File: config.mk
export PLATFORM = sky130hd
export DESIGN_NAME = fifo_uart_tx
export DESIGN_NICKNAME = d
export VERILOG_FILES = /design/src/rtl/fifo_uart_tx.sv
export SDC_FILE = /design/constraint.sdc
export NUM_CORES = 1
export LEC_CHECK = 0
export ABC_CLOCK_PERIOD_IN_PS = 4550
export CAP_MARGIN = 20
export CORE_MARGIN = 3
export CORE_UTILIZATION = 64
export CTS_BUF_LIST = sky130_fd_sc_hd__clkbuf_2 sky130_fd_sc_hd__clkbuf_4 sky130_fd_sc_hd__clkbuf_8
export DETAILED_ROUTE_END_ITERATION = 16
export GPL_ROUTABILITY_DRIVEN = 0
export GPL_TIMING_DRIVEN = 0
export PLACE_DENSITY = 0.87
export SYNTH_ARGS = -nofsm -noshare
export SYNTH_HDL_FRONTEND = slang
export SYNTH_SLANG_ARGS = --single-unit
File: constraint.sdc
create_clock -name clk -period 4.55 [get_ports clk]
set_clock_uncertainty 0.1 [all_clocks]
set_input_delay 0.91 -clock clk [delete_from_list [all_inputs] [get_ports clk]]
set_output_delay 0.91 -clock clk [all_outputs]
set_load 0.01 [all_outputs]
File: src/rtl/fifo_uart_tx.sv
// fifo_uart_tx: drains a registered-read byte FIFO onto an async serial line.
// Optional even parity bit when FIFO_UART_TX_PARITY_EN is defined.
module fifo_uart_tx #(
    parameter int DATA_W       = 8,
    parameter int CLKS_PER_BIT = 16
) (
    input  logic              clk,
    input  logic              reset,
    input  logic              empty,
    output logic              rd,
    input  logic [DATA_W-1:0] dataout,
    output logic              tx,
    output logic              busy,
    output logic              frame_done
);

    localparam int BW = $clog2(DATA_W + 1);
    localparam logic [15:0] BAUD_LAST = 16'(CLKS_PER_BIT - 1);
    localparam logic [15:0] BAUD_PRE  = 16'(CLKS_PER_BIT - 2);
    localparam logic [BW-1:0] BIT_LAST = BW'(DATA_W - 1);

    typedef enum logic [2:0] {
        IDLE,
        POP,
        LOAD,
        START,
        DATA,
`ifdef FIFO_UART_TX_PARITY_EN
        PARITY,
`endif
        STOP
    } state_t;

    state_t            state;
    logic [15:0]       baud;
    logic [BW-1:0]     bitcnt;
    logic [DATA_W-1:0] shift;
    logic              baud_end;
`ifdef FIFO_UART_TX_PARITY_EN
    logic              par;
`endif

    assign baud_end = (baud == BAUD_LAST);

    // Frame sequencer: pops one byte, then walks start/data/stop with registered outputs.
    always_ff @(posedge clk) begin
        if (reset) begin
            state      <= IDLE;
            tx         <= 1'b1;
            rd         <= 1'b0;
            busy       <= 1'b0;
            frame_done <= 1'b0;
            baud       <= 16'd0;
            bitcnt     <= '0;
            shift      <= '0;
`ifdef FIFO_UART_TX_PARITY_EN
            par        <= 1'b0;
`endif
        end else begin
            rd         <= 1'b0;
            frame_done <= 1'b0;
            baud       <= baud + 16'd1;
            case (state)
                IDLE: begin
                    tx   <= 1'b1;
                    busy <= 1'b0;
                    baud <= 16'd0;
                    if (!empty) begin
                        state <= POP;
                        rd    <= 1'b1;
                        busy  <= 1'b1;
                    end
                end
                POP: begin
                    state <= LOAD;
                    baud  <= 16'd0;
                end
                LOAD: begin
                    shift <= dataout;
`ifdef FIFO_UART_TX_PARITY_EN
                    par   <= ^dataout;
`endif
                    state <= START;
                    tx    <= 1'b0;
                    baud  <= 16'd0;
                end
                START: begin
                    if (baud_end) begin
                        state <= DATA;
                        tx    <= shift[0];
                        baud  <= 16'd0;
                    end
                end
                DATA: begin
                    if (baud_end) begin
                        baud  <= 16'd0;
                        shift <= shift >> 1;
                        if (bitcnt == BIT_LAST) begin
                            bitcnt <= '0;
`ifdef FIFO_UART_TX_PARITY_EN
                            state  <= PARITY;
                            tx     <= par;
`else
                            state  <= STOP;
                            tx     <= 1'b1;
`endif
                        end else begin
                            bitcnt <= bitcnt + BW'(1);
                            tx     <= shift[1];
                        end
                    end
                end
`ifdef FIFO_UART_TX_PARITY_EN
                PARITY: begin
                    if (baud_end) begin
                        state <= STOP;
                        tx    <= 1'b1;
                        baud  <= 16'd0;
                    end
                end
`endif
                STOP: begin
                    frame_done <= (baud == BAUD_PRE);
                    if (baud_end) begin
                        baud       <= 16'd0;
                        frame_done <= 1'b0;
                        if (!empty) begin
                            state <= POP;
                            rd    <= 1'b1;
                        end else begin
                            state <= IDLE;
                            busy  <= 1'b0;
                        end
                    end
                end
                default: begin
                    state <= IDLE;
                    tx    <= 1'b1;
                    busy  <= 1'b0;
                    baud  <= 16'd0;
                end
            endcase
        end
    end

endmodule

==> results.cfg, run 1 <==
[outcome]
status = complete, no violations

[synthesis]
synth_cells = 213
yosys.area_share.simple = 0.333
synth-edff-count = 0
synth_compound_gate_area_share = 0.119
syn-cell-area_um2 = 1820
synth-adder-area-share = 0.0206
ys_seq_area_frac = 0.384
synth-seq-cells = 35
synthesis.nets = 227
async_flop_share = 0
syn-mean-instance-area_um2 = 8.56
synthMuxAreaShare = 0.0487
synth_top_family_by_area = simple AND/OR/NAND/NOR gates
ys.flop_type = dfxtp_1
synth_warnings = 0
yosysUniqueCellTypes = 47
synth_xor_area_frac = 0.0577

[min_path]
hp-class = reg2reg
hold_depth = 1

[critical_path]
r2r_setup_slack_ns = 2.27
crit_required_ns = 4.68
critical_path_buf_inv_count = 2
end_kind = flop
crit_end = busy
crit_path_top_delay_cell = dfxtp_1
ff2ff_path_depth = 7
critPathTopFamily = buffers and inverters
cp-start-kind = flop
criticalPathCategory = reg2reg
worst-path-stages = 7
crit_path_max_incr_delay_ns = 0.40
reg2reg_to = busy
worstPathCellList = ha_1, and3_1, clkbuf_1, and4_1, clkbuf_1, o22ai_1, a32o_1
reg2reg_from = baud[0]
crit_start = baud[0]
critPathMostFrequentCell = clkbuf_1
cp.arrival_ns = 2.41
crit_fanout = 7

[floorplanning]
std_cell_rows = 18
die_area_um2 = 3520
initial_core_util = 0.704
die_h_um = 59.4
die_x_um = 59.4
core_um2 = 2590
ios = 15

[global_route]
grt_pass1_vias = 1573
grt_remaining_overflow = 0
grt_busiest_layer = met2
grt_max_degree = 12
grt_pass1_wl_mm = 7.21
use_met3 = 0.0458
met1_usage = 0.369
grtUsageMet2 = 0.413
grt_antenna_before_repair = 0
grt_util_all_layers = 0.267

[timing]
rsz0062_at_grt = no
finalSetupViolations = 0
period_needed_ns = 2.28
fin_crit_sh = 0.500
max_slew_margin = 0.571
fin_tns_setup_ns = 0
max_freq_mhz = 439
final_hold_viol_count = 0
slew_viol_final = 0
worst_pin_slew_ns = 0.641

[route]
vias = 1667
wirelength_mm = 4.22
dr.pass1.iters = 5
wl_per_cell_um = 16.0
drcViolationCount = 0
drt_iter0_markers = 185
ant_nets = 0
via_per_inst = 6.31

[cts]
cts_resized = 0
ctsRootBufferMaster = clkbuf_4
cts_hold_buf = 0
insertion_delay_ns = 0.33
cts_max_path_buffers = 2
clock-sinks = 35
cts_buffers = 5
post_cts_buffers = 0
cts_htree_levels = 2
clk_pin_slew_worst_paths_ns = 0.11
cts_tree = done

[final_layout]
mostFrequentLayoutCells = dfxtp_1, nand2_1, nor2_1
layout-drive-gt1-share = 0.0812
fin_cells = 264
diodes = 0
final_nets = 247
final_common_cell = dfxtp_1
area_growth_pct = 13.9
fillCellCount = 171

[placement]
place.detailed.hpwl_mm = 2.95
io_buffers = 13
dp.cells = 256

[flow_run]
cap_violations = 0

[pwr]
cellPowerDensity_nw_per_um2 = 293
p_leak_nw = 0.731
vdd_drop_max_v = 0.000341
finalPower_uw = 608
==> cells by family (layout without fill, tap and decap cells) <==
group,after synthesis,count (layout)
buffers and inverters,17,38
AO/OA/AOI/OAI,35,35
multiplexers,8,8
flip-flops,35,35
XOR/XNOR,12,12
adder cells (fa/ha/maj),3,3
AND/OR/NAND/NOR,103,103
==> worst min path at each step <==
stage                     slack [ns]      end  startpoint
after floorplan                 0.33  baud[0]     baud[0]
after global placement          0.34  baud[0]     baud[0]
after detailed placement        0.36  baud[0]     baud[0]
after CTS                       0.39  baud[0]     baud[0]
after global routing            0.42  baud[0]     baud[0]
final                           0.38  baud[0]     baud[0]
==> state kept, by name (all words and copies together) (netlist names) <==
register / cells
baud: 16
bitcnt: 4
busy: 1
frame_done: 1
rd: 1
shift: 8
state: 3
tx: 1
==> Yosys cell counts, drive strengths merged (3+ instances only) <==
library cell / count / area, um^2
nand2: 23 / 86.3
or3: 3 / 23.8
xnor2: 9 / 78.8
clkbuf: 10 / 37.5
nand4: 4 / 31.3
nor3: 6 / 30.0
a21oi: 17 / 85.1
inv: 5 / 18.8
xor2: 3 / 26.3
mux2: 7 / 78.8
o31ai: 3 / 22.5
ha: 3 / 37.5
dfxtp: 35 / 701
nor2b: 11 / 68.8
nand3: 9 / 57.6
or4: 3 / 22.5
and3: 4 / 25.0
nor4: 8 / 86.3
o21ai: 4 / 20.0
nor2: 19 / 71.3
==> routing by layer <==
metal,wire (um),share of wire,vias to the layer above
met1,1890,0.45,785
met5,0,0,-
li1,-,-,790
met2,1970,0.47,77
met3,262,0.062,15
met4,85,0.020,0
==> report_power, final <==
| part | switching [mW] | internal (mW) |
|---|---|---|
| logic | 0.0278 | 0.0271 |
| registers | 0.00466 | 0.314 |
| clock network | 0.105 | 0.130 |
==> through the flow <==
stage          hold slack (ns)   util  area [um^2]  worst slack, ns
5_1_grt                  0.423  0.802         2080             2.15
3_3_place_gp             0.343  0.769         1990             2.29
2_1_floorplan            0.330      -         1820             2.55
4_1_cts                  0.386  0.802         2080             2.31
6_report                 0.379  0.802         2080             2.27
3_5_place_dp             0.358  0.769         1990             2.28
==> worst reg2reg max path, stage by stage, from the launching register on <==
cell and delay (ns):
dfxtp_1 0.40, ha_1 0.24, and3_1 0.17, clkbuf_1 0.32, and4_1 0.26, clkbuf_1 0.27
o22ai_1 0.15, a32o_1 0.27
==> final cells by class <==
cell class	instances	area [um^2]	share of cell area
Buffer	12	47.5	0.0229
Clock buffer	6	51.3	0.0247
Clock inverter	2	35.0	0.0169
Inverter	5	18.8	0.00904
Multi-Input combinational cell	161	1060	0.508
Sequential cell	35	701	0.337
Tap cell	30	37.5	0.0181
Timing Repair Buffer	13	130	0.0627
Note: power is estimated with default switching activity, not from simulation.
==> run 2: changes to the inputs <==
ABC_CLOCK_PERIOD_IN_PS = 1850   (was 4550)
CORE_UTILIZATION = 54   (was 64)
PLACE_DENSITY = 0.78   (was 0.87)
clock period = 1.85 ns   (was 4.55 ns; I/O delays follow)
==> run 2 against run 1 <==
Global-route usage shrank 6.0 points. Final area grew 9.4%. Clock-buffer cell count shrank 1. Sequential power grew 150%. Clock power grew 87%. Combinational power grew 130%. Cell count grew 9.5%. Flip-flop and latch count is the same. Core utilization shrank 7.6 points. Die area grew 17%. Power grew 120%. Critical endpoint is now bitcnt[0]. Largest power group unchanged.
==> results.cfg, run 2 (same netlist as run 1, synthesis figures left out) <==
[critical_path]
crit_fanout = 6
crit_path_max_incr_delay_ns = 0.50
reg2reg_from = baud[5]
ff2ff_path_depth = 5
cp.arrival_ns = 2.02
cp-start-kind = flop
crit_required_ns = 2.04
criticalPathCategory = reg2reg
worstPathCellList = nor4_4, buf_4, nand4_4, or4_4, a21oi_1
crit_path_top_delay_cell = or4_4
reg2reg_to = bitcnt[0]
r2r_setup_slack_ns = 0.01
end_kind = flop

[final_layout]
reg_top3 = baud (16), shift (8), bitcnt (4)
largest_register_ffs = 16
mostFrequentLayoutCells = nand2_1, dfxtp_1, nor2_1
regMostFlops = baud
layout-drive-gt1-share = 0.233
area_growth_pct = 24.6
diodes = 0
final_util = 0.726
final_nets = 258

[route]
wirelength_mm = 3.82
ant_nets = 0
wl_per_cell_um = 13.2
dr.pass1.iters = 4
vias = 1579
via_per_inst = 5.46
drt_iter0_markers = 94
drcViolationCount = 0

[pwr]
cellPowerDensity_nw_per_um2 = 594
p_leak_nw = 0.805
vdd_drop_max_v = 0.000590

[min_path]
holdCritStartpoint = baud[0]
min_to = baud[0]
hold_depth = 1
hp-class = reg2reg

[cts]
clock-sinks = 35
clk_pin_slew_worst_paths_ns = 0.12
cts_htree_levels = 2
cts_tree = done
cts_max_path_buffers = 2
insertion_delay_ns = 0.35
ctsRootBufferMaster = clkbuf_4
cts_hold_buf = 0
cts_buffers = 5

[floorplanning]
die_h_um = 64.1
std_cell_rows = 20
die_x_um = 64.1
die_area_um2 = 4110
core_um2 = 3130
ios = 15
initial_core_util = 0.583

[flow_run]
cap_violations = 0

[timing]
fin_crit_sh = 0.993
rsz0062_at_grt = yes
period_needed_ns = 1.84
postLayoutSetupSlackWorst_ns = 0.0128
max_freq_mhz = 544
whs_ns = 0.365
final_hold_viol_count = 0
slew_viol_final = 0
max_slew_margin = 0.699
finalSetupViolations = 0
worst_pin_slew_ns = 0.451

[global_route]
grt_remaining_overflow = 0
grt_max_degree = 14
grt_util_all_layers = 0.207
grt_pass1_vias = 1447
grt_antenna_before_repair = 0
grt_pass1_wl_mm = 6.68

[placement]
place.detailed.hpwl_mm = 2.53
io_buffers = 13
dp_worst_setup_slack_ns = -0.248

[outcome]
status = complete, no violations
run 2: cell types whose count changed in the layout (fill, tap and decap cells not counted), moves of 2 or more:
cell        before  now
clkinvlp_4       0    2
dfxtp_4          0    3
nand3_1          8    6
buf_4            0   13
clkbuf_1        10    5
dfxtp_1         35   22
nand3_2          0    2
dfxtp_2          0   10
run 2: through the flow:
stage / cell area [um^2] / total power, mW / setup TNS [ns] / std cells
floorplan: 1820 / 0.881 / 0 / 213
global placement: 2010 / 0.927 / -3.73 / 270
detailed placement: 2010 / 0.927 / -4.01 / 270
CTS: 2190 / 1.36 / 0 / 285
global route: 2270 / 1.41 / -0.443 / 289
finish: 2270 / 1.35 / 0 / 289
run 2: per-layer routing:
layer,wire length (um),part of all wire,GRT usage,up-vias
met4,51,0.013,0.0501,0
met1,1930,0.51,0.278,732
met2,1710,0.45,0.320,22
li1,-,-,-,819
met5,0,0,0,-
met3,130,0.034,0.0703,6
run 2: area by class of cell:
class / instances / area, um^2
Fill cell: 232 / 856
Multi-Input combinational cell: 161 / 1120
Timing Repair Buffer: 26 / 228
Buffer: 10 / 62.6
Tap cell: 44 / 55.1
Inverter: 5 / 18.8
Sequential cell: 35 / 724
Clock inverter: 3 / 23.8
Clock buffer: 5 / 37.5
run 2: worst max-delay path, delay by kind of cell (launching register included):
kind | cells | cell delay [ns]
and+or+nand+nor | 3 | 0.97
DFF | 1 | 0.38
AOI/OAI and AO/OA | 1 | 0.14
buffers and inverters | 1 | 0.18
run 2: what timing repair did:
item | in CTS | in global routing
endpoints found under the setup margin | 29 | 21
setup buffers | 8 | 5
hold endpoints to repair | 0 | 0
gates resized for setup | 16 | 22
pin swaps | 4 | 5
run 2: worst max-delay path by stage:
stage | from | end | slack (ns)
2_1_floorplan | baud[0] | bitcnt[0] | 0.03
4_1_cts | baud[0] | bitcnt[0] | 0.0009
3_3_place_gp | state[0] | shift[6] | -0.22
5_1_grt | baud[4] | bitcnt[0] | -0.07
6_report | baud[5] | bitcnt[0] | 0.01
3_5_place_dp | state[0] | shift[0] | -0.25
run 2: power breakdown:
group | internal, mW | switching, mW | total, mW
Clock | 0.152 | 0.285 | 0.437
Sequential | 0.769 | 0.0166 | 0.786
Combinational | 0.0685 | 0.0576 | 0.126
Total | 0.990 | 0.359 | 1.35
